<file path="config.mk">
export PLATFORM = sky130hd
export DESIGN_NAME = ham_dec_arbiter
export DESIGN_NICKNAME = d
export VERILOG_FILES = /design/src/rtl/ham_pkg.sv /design/src/rtl/ham15_correct.sv /design/src/rtl/ham_dec_arbiter.sv
export SDC_FILE = /design/constraint.sdc
export NUM_CORES = 1
export LEC_CHECK = 0
export ABC_CLOCK_PERIOD_IN_PS = 6470
export BUFFER_PORTS_ARGS = -buffer_cell sky130_fd_sc_hd__buf_2
export CELL_PAD_IN_SITES_DETAIL_PLACEMENT = 1
export CELL_PAD_IN_SITES_GLOBAL_PLACEMENT = 1
export CORE_AREA = 2 2 82 84
export CTS_BUF_LIST = sky130_fd_sc_hd__clkbuf_16
export DETAILED_ROUTE_END_ITERATION = 8
export DIE_AREA = 0 0 84 86
export GPL_TIMING_DRIVEN = 1
export PLACE_DENSITY_LB_ADDON = 0.12
export SETUP_SLACK_MARGIN = 0.1
export SLEW_MARGIN = 20
export SYNTH_ARGS = -nofsm -noshare
export SYNTH_HDL_FRONTEND = slang
export SYNTH_SLANG_ARGS = --single-unit
</file>
<file path="constraint.sdc">
create_clock -name clk -period 6.47 [get_ports clk]
set_input_delay 0.3235 -clock clk [delete_from_list [all_inputs] [get_ports clk]]
set_output_delay 0.3235 -clock clk [all_outputs]
set_load 0.005 [all_outputs]
</file>
<file path="src/rtl/ham_pkg.sv">
// Shared Hamming(15,11) definitions: code geometry, pipeline occupancy
// states and the syndrome / data-extraction helpers.
package ham_pkg;

   localparam int HAM_CW_W   = 15;
   localparam int HAM_DATA_W = 11;
   localparam int HAM_SYN_W  = 4;

   // Occupancy of the two-stage pipeline (S0 capture, S1 correct/hold)
   typedef enum logic [1:0] {
      OCC_EMPTY = 2'd0,
      OCC_ONE   = 2'd1,
      OCC_FULL  = 2'd2
   } occ_state_t;

   // Data bits live at Hamming positions 3,5,6,7,9..15 (cw[p-1] is position p)
   function automatic logic [HAM_DATA_W-1:0] ham_extract_data(input logic [HAM_CW_W-1:0] cw);
      return {cw[14:8], cw[6:4], cw[2]};
   endfunction

   // Syndrome is the XOR of the position numbers of all set bits
   function automatic logic [HAM_SYN_W-1:0] ham_syndrome(input logic [HAM_CW_W-1:0] cw);
      logic [HAM_SYN_W-1:0] syn;
      syn = 4'd0;
      for (int p = 1; p <= HAM_CW_W; p++) begin
         if (cw[p-1]) begin
            syn = syn ^ HAM_SYN_W'(p);
         end else begin
            syn = syn;
         end
      end
      return syn;
   endfunction

endpackage

</file>
<file path="src/rtl/ham15_correct.sv">
// Combinational Hamming(15,11) single-error corrector. A non-zero syndrome
// names the faulty position, which may be a data or a parity bit.
module ham15_correct
   import ham_pkg::*;
(
   input  logic [HAM_CW_W-1:0]   cw,
   output logic [HAM_SYN_W-1:0]  syn,
   output logic [HAM_CW_W-1:0]   cw_corr,
   output logic [HAM_DATA_W-1:0] data,
   output logic                  err
);

   // Compute syndrome, flip the indicated bit and extract the data field
   always_comb begin
      syn = ham_syndrome(cw);
      if (syn != 4'd0) begin
         err     = 1'b1;
         cw_corr = cw ^ (15'd1 << (syn - 4'd1));
      end else begin
         err     = 1'b0;
         cw_corr = cw;
      end
      data = ham_extract_data(cw_corr);
   end

endmodule

</file>
<file path="src/rtl/ham_dec_arbiter.sv">
// Round-robin shared Hamming(15,11) decoder. Requests are arbitrated into
// stage S0; S1 corrects the word and holds the tagged response until taken.
// Optional corrected-error counter is built when HAM_ERR_CNT_EN is defined.
module ham_dec_arbiter
   import ham_pkg::*;
#(
   parameter  int NREQ  = 2,
`ifdef HAM_ERR_CNT_EN
   parameter  int CNT_W = 8,
`endif
   localparam int IDW   = (NREQ > 1) ? $clog2(NREQ) : 1
)(
   input  logic                     clk,
   input  logic                     rst_n,
   input  logic [NREQ-1:0]          req_valid,
   input  logic [NREQ*HAM_CW_W-1:0] req_cw,
   output logic [NREQ-1:0]          req_ready,
   output logic                     rsp_valid,
   input  logic                     rsp_ready,
   output logic [IDW-1:0]           rsp_id,
   output logic [HAM_DATA_W-1:0]    rsp_data,
   output logic [HAM_CW_W-1:0]      rsp_cw,
   output logic [HAM_SYN_W-1:0]     rsp_syn,
`ifdef HAM_ERR_CNT_EN
   output logic [CNT_W-1:0]         err_cnt,
   input  logic                     err_cnt_clr,
`endif
   output logic                     rsp_err
);

   logic [IDW-1:0]        rr_r;
   logic                  s0_vld_r;
   logic [HAM_CW_W-1:0]   s0_cw_r;
   logic [IDW-1:0]        s0_id_r;
   occ_state_t            occ_r;

   logic [NREQ-1:0]       grant_s;
   logic [IDW-1:0]        grant_id_s;
   logic [HAM_CW_W-1:0]   grant_cw_s;
   logic                  any_grant_s;
   logic                  s0_load_s;
   logic                  s1_move_s;
   logic                  req_fire_s;
   logic                  s0_vld_nxt_s;
   logic                  s1_vld_nxt_s;
   occ_state_t            occ_nxt_s;

   logic [HAM_SYN_W-1:0]  corr_syn_s;
   logic [HAM_CW_W-1:0]   corr_cw_s;
   logic [HAM_DATA_W-1:0] corr_data_s;
   logic                  corr_err_s;

   // Round-robin pick: first valid at or above the pointer, else wrap to the lowest
   always_comb begin
      grant_s     = {NREQ{1'b0}};
      grant_id_s  = {IDW{1'b0}};
      grant_cw_s  = {HAM_CW_W{1'b0}};
      any_grant_s = 1'b0;
      for (int i = 0; i < NREQ; i++) begin
         if (!any_grant_s && req_valid[i] && (i >= int'(rr_r))) begin
            grant_s[i]  = 1'b1;
            grant_id_s  = IDW'(i);
            grant_cw_s  = req_cw[HAM_CW_W*i +: HAM_CW_W];
            any_grant_s = 1'b1;
         end else begin
            any_grant_s = any_grant_s;
         end
      end
      for (int i = 0; i < NREQ; i++) begin
         if (!any_grant_s && req_valid[i] && (i < int'(rr_r))) begin
            grant_s[i]  = 1'b1;
            grant_id_s  = IDW'(i);
            grant_cw_s  = req_cw[HAM_CW_W*i +: HAM_CW_W];
            any_grant_s = 1'b1;
         end else begin
            any_grant_s = any_grant_s;
         end
      end
   end

   // Stage-advance rules and next occupancy; S0 can load unless both stages are stuck
   always_comb begin
      s1_move_s = !rsp_valid || rsp_ready;
      if (occ_r != OCC_FULL) begin
         s0_load_s = 1'b1;
      end else begin
         s0_load_s = rsp_ready;
      end
      req_ready    = (rst_n && s0_load_s) ? grant_s : {NREQ{1'b0}};
      req_fire_s   = s0_load_s && any_grant_s;
      if (req_fire_s) begin
         s0_vld_nxt_s = 1'b1;
      end else if (s1_move_s) begin
         s0_vld_nxt_s = 1'b0;
      end else begin
         s0_vld_nxt_s = s0_vld_r;
      end
      s1_vld_nxt_s = s1_move_s ? s0_vld_r : rsp_valid;
      case ({s0_vld_nxt_s, s1_vld_nxt_s})
         2'b00:   occ_nxt_s = OCC_EMPTY;
         2'b01:   occ_nxt_s = OCC_ONE;
         2'b10:   occ_nxt_s = OCC_ONE;
         2'b11:   occ_nxt_s = OCC_FULL;
         default: occ_nxt_s = OCC_EMPTY;
      endcase
   end

   ham15_correct u_correct (
      .cw      (s0_cw_r),
      .syn     (corr_syn_s),
      .cw_corr (corr_cw_s),
      .data    (corr_data_s),
      .err     (corr_err_s)
   );

   // Round-robin pointer advances past the winner only on a completed handshake
   always_ff @(posedge clk or negedge rst_n) begin
      if (!rst_n) begin
         rr_r <= {IDW{1'b0}};
      end else if (req_fire_s) begin
         if (grant_id_s == IDW'(NREQ-1)) begin
            rr_r <= {IDW{1'b0}};
         end else begin
            rr_r <= grant_id_s + IDW'(1);
         end
      end
   end

   // Pipeline registers: S0 captures the granted word, S1 holds the corrected response
   always_ff @(posedge clk or negedge rst_n) begin
      if (!rst_n) begin
         occ_r     <= OCC_EMPTY;
         s0_vld_r  <= 1'b0;
         s0_cw_r   <= {HAM_CW_W{1'b0}};
         s0_id_r   <= {IDW{1'b0}};
         rsp_valid <= 1'b0;
         rsp_id    <= {IDW{1'b0}};
         rsp_data  <= {HAM_DATA_W{1'b0}};
         rsp_cw    <= {HAM_CW_W{1'b0}};
         rsp_syn   <= {HAM_SYN_W{1'b0}};
         rsp_err   <= 1'b0;
      end else begin
         occ_r     <= occ_nxt_s;
         s0_vld_r  <= s0_vld_nxt_s;
         rsp_valid <= s1_vld_nxt_s;
         if (req_fire_s) begin
            s0_cw_r <= grant_cw_s;
            s0_id_r <= grant_id_s;
         end
         if (s1_move_s && s0_vld_r) begin
            rsp_id   <= s0_id_r;
            rsp_data <= corr_data_s;
            rsp_cw   <= corr_cw_s;
            rsp_syn  <= corr_syn_s;
            rsp_err  <= corr_err_s;
         end
      end
   end

`ifdef HAM_ERR_CNT_EN
   logic rsp_fire_s;
   assign rsp_fire_s = rsp_valid && rsp_ready;

   // Saturating count of corrected responses; clear has priority over increment
   always_ff @(posedge clk or negedge rst_n) begin
      if (!rst_n) begin
         err_cnt <= {CNT_W{1'b0}};
      end else if (err_cnt_clr) begin
         err_cnt <= {CNT_W{1'b0}};
      end else if (rsp_fire_s && rsp_err && (err_cnt != {CNT_W{1'b1}})) begin
         err_cnt <= err_cnt + CNT_W'(1);
      end
   end
`endif

endmodule
</file>
* Word level (Yosys, flattened, before mapping)
Index checks and enable logic that the tools add are counted.
** Operators by class
- Add/subtract/negate cells :: 2
- Order comparisons :: 2
- Equal/unequal tests :: 4
- Shift operators :: 1
- Muxes and demuxes :: 33
- Bitwise gates (word level) :: 15
- Reduce and logical (&&, ||, !) cells :: 14
** Operators with widths (count)
- 15-bit two-way mux :: 4
- 4-bit two-way mux :: 8
- 1-bit by 4-bit left shift with 15-bit output (first input constant) :: 1
- 15-bit bitwise XOR :: 1
- 1-bit two-way mux :: 13
- 3-bit two-way mux :: 4
- 2-bit inverter :: 6
- 3-bit inverter :: 4
- 1-bit logical AND :: 7
- 2-bit two-way mux :: 3
- 2-bit case mux with 3 select lines :: 1
- 2-bit equality test (second input constant) :: 2
- 4-bit inverter :: 1
- 4-bit nonzero test :: 1
- 4-bit by 1-bit subtractor with 4-bit output (second input constant) :: 1
- 1-bit logical NOT :: 3
- 1-bit inverter (first input constant) :: 3
- 2-bit by 1-bit equality test with 1-bit output (second input constant) :: 1
- 2-bit logical NOT :: 1
- 2-bit != test (second input constant) :: 1
- 2-bit OR reduction :: 1
- 1-bit adder (second input constant) :: 1
- 1-bit greater-or-equal comparator (first input constant) :: 1
- 1-bit logical OR :: 1
- 1-bit < comparator (first input constant) :: 1
** Word-level totals
- Register bits after elaboration :: 53
- Input port bits :: 35
- Output and inout bits :: 35
- Logic and storage cells :: 82

* Logic depth before layout (Yosys ltp)
- Depth in word-level cells :: 30
- Depth in mapped cells :: 6
- Mapped depth without buffers :: 5

* By module
A second synthesis with hierarchy kept.
** Unflattened totals
- Cell total of the unflattened synthesis :: 238
- Area, all modules :: 3036.7 sq um
** Modules (own cells, without submodules)
- ham_dec_arbiter :: instances 1, cells an instance 146, area each 2212.1 sq um, seq. area each 1326.3 sq um
- ham15_correct :: instances 1, cells an instance 92, area each 824.5 sq um, seq. area each 0.0 sq um

* Worst setup path before layout
No wires, ideal clock.
- Kind :: reg2reg
- Start :: register s0_cw_r[5]
- End :: register rsp_data[10]
- Arrival :: 2.058 ns
- Required time :: 6.388 ns
- Path slack :: 4.330 ns
- Stages on the path, launching flop included :: 6
- Path buffers :: 0
- Clock period less this slack :: 2.140 ns
- Cell sequence :: dfrtp_1 > xnor2_2 > xnor3_2 > xnor2_1 > or4_1 > a31oi_1
** On the way
- Cells in the longest elaborated chain, start to end :: 19
** RTL lines
- start: declaration :: line ham_dec_arbiter.sv:33 : logic [HAM_CW_W-1:0] s0_cw_r;
- start signal: assignment :: line ham_dec_arbiter.sv:134 : s0_cw_r <= {HAM_CW_W{1'b0}};
- start signal: assignment :: line ham_dec_arbiter.sv:147 : s0_cw_r <= grant_cw_s;
- 3-bit two-way mux (*) :: line ham_pkg.sv:26 : if (cw[p-1]) begin
- 3-bit inverter (no line)
- 3-bit two-way mux (*) :: line ham_pkg.sv:26
- 4-bit two-way mux (*) (2 in series) :: line ham_pkg.sv:26
- 2-bit inverter (no line) / 4-bit two-way mux (equally long branches)
- 4-bit two-way mux (*) :: line ham_pkg.sv:26
- 3-bit inverter (no line) / 2-bit inverter (equally long branches)
- 4-bit two-way mux (*) (3 in series) :: line ham_pkg.sv:26
- 3-bit inverter (no line)
- 4-bit two-way mux (*) :: line ham_pkg.sv:26
- 4-bit inverter (no line)
- 4-bit two-way mux (*) :: line ham_pkg.sv:26
- 4-bit by 1-bit subtractor with 4-bit output :: line ham15_correct.sv:18 : cw_corr = cw ^ (15'd1 << (syn - 4'd1));
- 1-bit by 4-bit left shift with 15-bit output :: line ham15_correct.sv:18
- 15-bit bitwise XOR :: line ham15_correct.sv:18
- 15-bit two-way mux (*) :: line ham15_correct.sv:16 : if (syn != 4'd0) begin
- end signal: assignment :: line ham_dec_arbiter.sv:138 : rsp_data <= {HAM_DATA_W{1'b0}};
- end signal: assignment :: line ham_dec_arbiter.sv:152 : rsp_data <= corr_data_s;
- end: declaration :: line ham_dec_arbiter.sv:21 : output logic [HAM_DATA_W-1:0] rsp_data,
Every way passes the cells marked *; elsewhere a longest branch is shown, timed or not.
A chain may end at the register's enable or synchronous reset.

* Final worst setup path
- Start :: register s0_cw_r[6]
- End :: register rsp_data[10]
** On the way
- Cells in the longest elaborated chain, start to end :: 17
** RTL lines (line)
- 3-bit two-way mux (*) :: ham_pkg.sv:26
- 4-bit two-way mux (*) :: ham_pkg.sv:26
- 2-bit inverter (no line) / 4-bit two-way mux (equally long branches)
- 4-bit two-way mux (*) (2 in series) :: ham_pkg.sv:26
- 3-bit inverter (no line) / 2-bit inverter (equally long branches)
- 4-bit two-way mux (*) (2 in series) :: ham_pkg.sv:26
- 3-bit inverter (no line) / 4-bit two-way mux (equally long branches)
- 4-bit two-way mux (*) (2 in series) :: ham_pkg.sv:26
- 4-bit inverter (no line)
- 4-bit two-way mux (*) :: ham_pkg.sv:26
- 4-bit by 1-bit subtractor with 4-bit output :: ham15_correct.sv:18
- 1-bit by 4-bit left shift with 15-bit output :: ham15_correct.sv:18
- 15-bit bitwise XOR :: ham15_correct.sv:18
- 15-bit two-way mux (*) :: ham15_correct.sv:16
Marked as above.

==> insert_results.sql <==
INSERT INTO impl_metrics (metric_group, metric, value, unit) VALUES
('sta', 'final.period_utilization', '39.4', '%'),
('layout', 'final_layout_size_suffix_gt1_share', '26.2', '%'),
('global_routing', 'grt_antenna_before_repair', '0', ''),
('clocking', 'cts_tree', 'yes', ''),
('sta', 'max-slew-margin-rel', '32.1', '%'),
('clocking', 'h-tree-depth', '2', ''),
('clocking', 'worstSkewPairLatency', '0.29', 'ns'),
('detailed_routing', 'finalWirelength', '8.40', 'mm'),
('global_routing', 'grt_util_all_layers', '24.0', '%'),
('setup_path', 'critPathLaunchType', 'register', ''),
('yosys', 'yosys-mux-area-fraction', '0', '%'),
('yosys', 'ys_ff_latch', '42', ''),
('sta', 'clock_skew', '0.00514', 'ns'),
('global_routing', 'grt_remaining_overflow', '0', ''),
('sta', 'final-hold-violation-count', '0', ''),
('sta', 'period_minus_slack', '2.55', 'ns'),
('placement', 'port_buffers', '69', ''),
('yosys', 'synth_seq_area_share', '39.4', '%'),
('clocking', 'post-cts-setup-buffer-count', '0', ''),
('power', 'cellPowerDensity', '667', 'nW/µm²'),
('yosys', 'ys_async_sr_fraction', '100', '%'),
('global_routing', 'largest_net_degree_at_the_start_of_global_routing', '44', ''),
('floorplan', 'die_width', '84', 'µm'),
('global_routing', 'grt_pass1_vias', '2534', ''),
('setup_path', 'critical_path_class', 'reg -> reg', ''),
('yosys', 'synth_compound_area_share', '18.5', '%'),
('detailed_routing', 'drt-wirelength-per-cell', '20.0', 'µm'),
('yosys', 'synth_nets', '324', ''),
('power', 'seqPwrFrac', '22.6', '%'),
('setup_path', 'path_max_fanout', '9', ''),
('yosys', 'synth-adder-area-share', '0.469', '%'),
('yosys', 'edff_count_synth', '0', ''),
('sta', 'finalSetupTns', '0', 'ns'),
('flow_run', 'max_cap_violations', '0', ''),
('yosys', 'synth_simple_gate_area_share', '20.9', '%'),
('clocking', 'clkSlewWorstSetupHoldPaths', '0.07', 'ns'),
('clocking', 'clock_path_buffers', '2', ''),
('setup_path', 'crit_path_cell_trace', 'xor2_2 > xnor2_1 > a21oi_1 > or4_1 > a31oi_1', ''),
('power', 'comb_power_share', '62.0', '%'),
('floorplan', 'die_height', '86', 'µm'),
('sta', 'report.final.setup_viol', '0', ''),
('floorplan', 'placementRows', '29', ''),
('yosys', 'synthXorXnorAreaFrac', '13.4', '%'),
('power', 'ir_worst_vdd', '0.306', 'mV'),
('detailed_routing', 'detailedRoute.firstIterationViolations', '285', ''),
('power', 'p_int', '0.00106', 'W'),
('clocking', 'cts_made_buffers', '5', ''),
('yosys', 'synth_top_family_by_area', 'simple AND/OR/NAND/NOR gates', ''),
('power', 'power.share.clock', '15.4', '%'),
('layout', 'antenna-diode-count', '0', ''),
('floorplan', 'initial_utilization', '42.5', '%'),
('setup_path', 'worstRegToRegCells', '5', ''),
('sta', 'clock.fmax', '392', 'MHz'),
('setup_path', 'timing.critical_path.depth', '5', ''),
('yosys', 'yosysWarningCount', '0', ''),
('clocking', 'post_cts.resized_instances', '0', ''),
('setup_path', 'critical-path-top-delay-family', 'XOR/XNOR gates', ''),
('setup_path', 'cp_slowest_cell', 'sky130_fd_sc_hd__xnor2_1', ''),
('global_routing', 'grt_pass1_wl', '13.7', 'mm'),
('setup_path', 'timing.critical_path.arrival', '2.76', 'ns'),
('detailed_routing', 'firstDrtPassIters', '7', ''),
('floorplan', 'core-area', '6280', 'µm²'),
('run_status', 'outcome', 'finished clean', ''),
('setup_path', 'critical_path.n_buffers_inverters', '0', ''),
('placement', 'detailedPlacementHpwl', '6.11', 'mm'),
('layout', 'final_area', '3180', 'µm²'),
('min_path', 'hold_path_class', 'in -> async', ''),
('clocking', 'clock_sinks', '42', ''),
('floorplan', 'fp.dieArea', '7220', 'µm²'),
('power', 'swShare', '50.0', '%'),
('detailed_routing', 'avgViaCountPerCell', '6.24', '');
==> cell families after synthesis <==
family,after synthesis
AOI/OAI and AO/OA,61
xor gates and xnor gates,28
buffers and inverters,40
adders and majority gates,1
and+or+nand+nor,116
DFF,42
==> cell type report <==
type	count	area (µm²)
clock buffers	5	125
fillers	754	3090
repair buffers	72	368
inverters	16	60.1
well taps	77	96.3
multi-input cells	206	1420
clock inverters	3	63.8
flip-flops and latches	42	1050
==> synthesized netlist by cell type, types with 2 or more instances <==
cell                       instances  area share (%)
sky130_fd_sc_hd__a22oi_1           2            0.56
sky130_fd_sc_hd__xnor2_2           3             1.8
sky130_fd_sc_hd__and3_1           10             2.3
sky130_fd_sc_hd__o221ai_1         14             4.6
sky130_fd_sc_hd__and2_1            2            0.47
sky130_fd_sc_hd__xnor2_1          14             4.6
sky130_fd_sc_hd__dfrtp_1          42              39
sky130_fd_sc_hd__a222oi_1         13             4.9
sky130_fd_sc_hd__or3_1             3            0.70
sky130_fd_sc_hd__nand3_1          39             7.3
sky130_fd_sc_hd__xor2_2            4             2.4
sky130_fd_sc_hd__o21ai_0           9             1.7
sky130_fd_sc_hd__nor3_1           15             2.8
sky130_fd_sc_hd__inv_1            16             2.3
sky130_fd_sc_hd__xor2_1            3            0.99
sky130_fd_sc_hd__a32oi_1          11             3.6
sky130_fd_sc_hd__clkbuf_1         11             1.5
sky130_fd_sc_hd__o31a_1            3            0.99
sky130_fd_sc_hd__buf_4            12             3.4
sky130_fd_sc_hd__a21oi_1           4            0.75
sky130_fd_sc_hd__nand2_1          21             3.0
sky130_fd_sc_hd__nor2_1           22             3.1
==> cell usage in the layout (no fill, tap or decap), drive strengths merged <==
cell / netlist / final
a21boi: 1 / 1
a21o: 1 / 1
a21oi: 4 / 4
a221oi: 1 / 1
a222oi: 13 / 13
a22oi: 2 / 2
a31oi: 1 / 1
a32oi: 11 / 11
and2: 2 / 2
and3: 11 / 11
buf: 13 / 72
bufinv: 0 / 2
clkbuf: 11 / 5
clkinv: 0 / 1
dfrtp: 42 / 42
ha: 1 / 1
inv: 16 / 16
nand2: 21 / 21
nand2b: 1 / 1
nand3: 39 / 39
nor2: 22 / 22
nor3: 16 / 16
o21ai: 9 / 9
o221ai: 14 / 14
o31a: 3 / 3
o31ai: 1 / 1
or3: 3 / 3
or4: 1 / 1
xnor2: 17 / 17
xnor3: 2 / 2
xor2: 7 / 7
xor3: 2 / 2
==> final timing paths <==
path                             from           end  slack (ns)
max                        s0_cw_r[6]  rsp_data[10]        3.92
min                             rst_n   rsp_data[1]        0.11
max reg2reg                s0_cw_r[6]  rsp_data[10]        3.92
min reg2reg                rsp_syn[0]    rsp_syn[0]        0.47
max in group asynchronous       rst_n     rsp_cw[1]        5.98
min in group clk            req_cw[4]    s0_cw_r[4]        0.25
==> metal layers <==
metal  vias to the layer above  wire, µm  global-route usage, %
li1                       1185         -                      -
met1                      1274      3640                   32.9
met2                       150      4000                   39.6
met3                        18       591                   4.33
met4                         0       171                   6.30
met5                         -         0                      0
==> power by group through the flow <==
stage | Clock [W] | Combinational (W) | Sequential, W
2_1_floorplan | 0 | 0.000939 | 0.000453
3_3_place_gp | 0 | 0.00128 | 0.000479
3_5_place_dp | 0 | 0.00127 | 0.000486
4_1_cts | 0.000330 | 0.00130 | 0.000482
5_1_grt | 0.000339 | 0.00143 | 0.000496
6_report | 0.000326 | 0.00132 | 0.000481
==> state kept, by name, indices dropped and copies added (netlist names), 2 cells and up <==
register and cells:
s0_cw_r 15, rsp_data 11, rsp_cw 4, rsp_syn 4, occ_r 2
==> stage by stage <==
stage	hold slack, ns	instances	util, %	worst slack (ns)	total power (W)
floorplan	0.0279	288	-	4.33	0.00139
global placement	0.442	413	47.7	4.04	0.00176
detailed placement	0.442	413	47.7	4.05	0.00176
CTS	0.143	421	50.7	3.99	0.00211
global route	0.186	421	50.7	3.78	0.00226
finish	0.112	421	50.7	3.92	0.00213
Note: power is estimated with default switching activity, not from simulation.
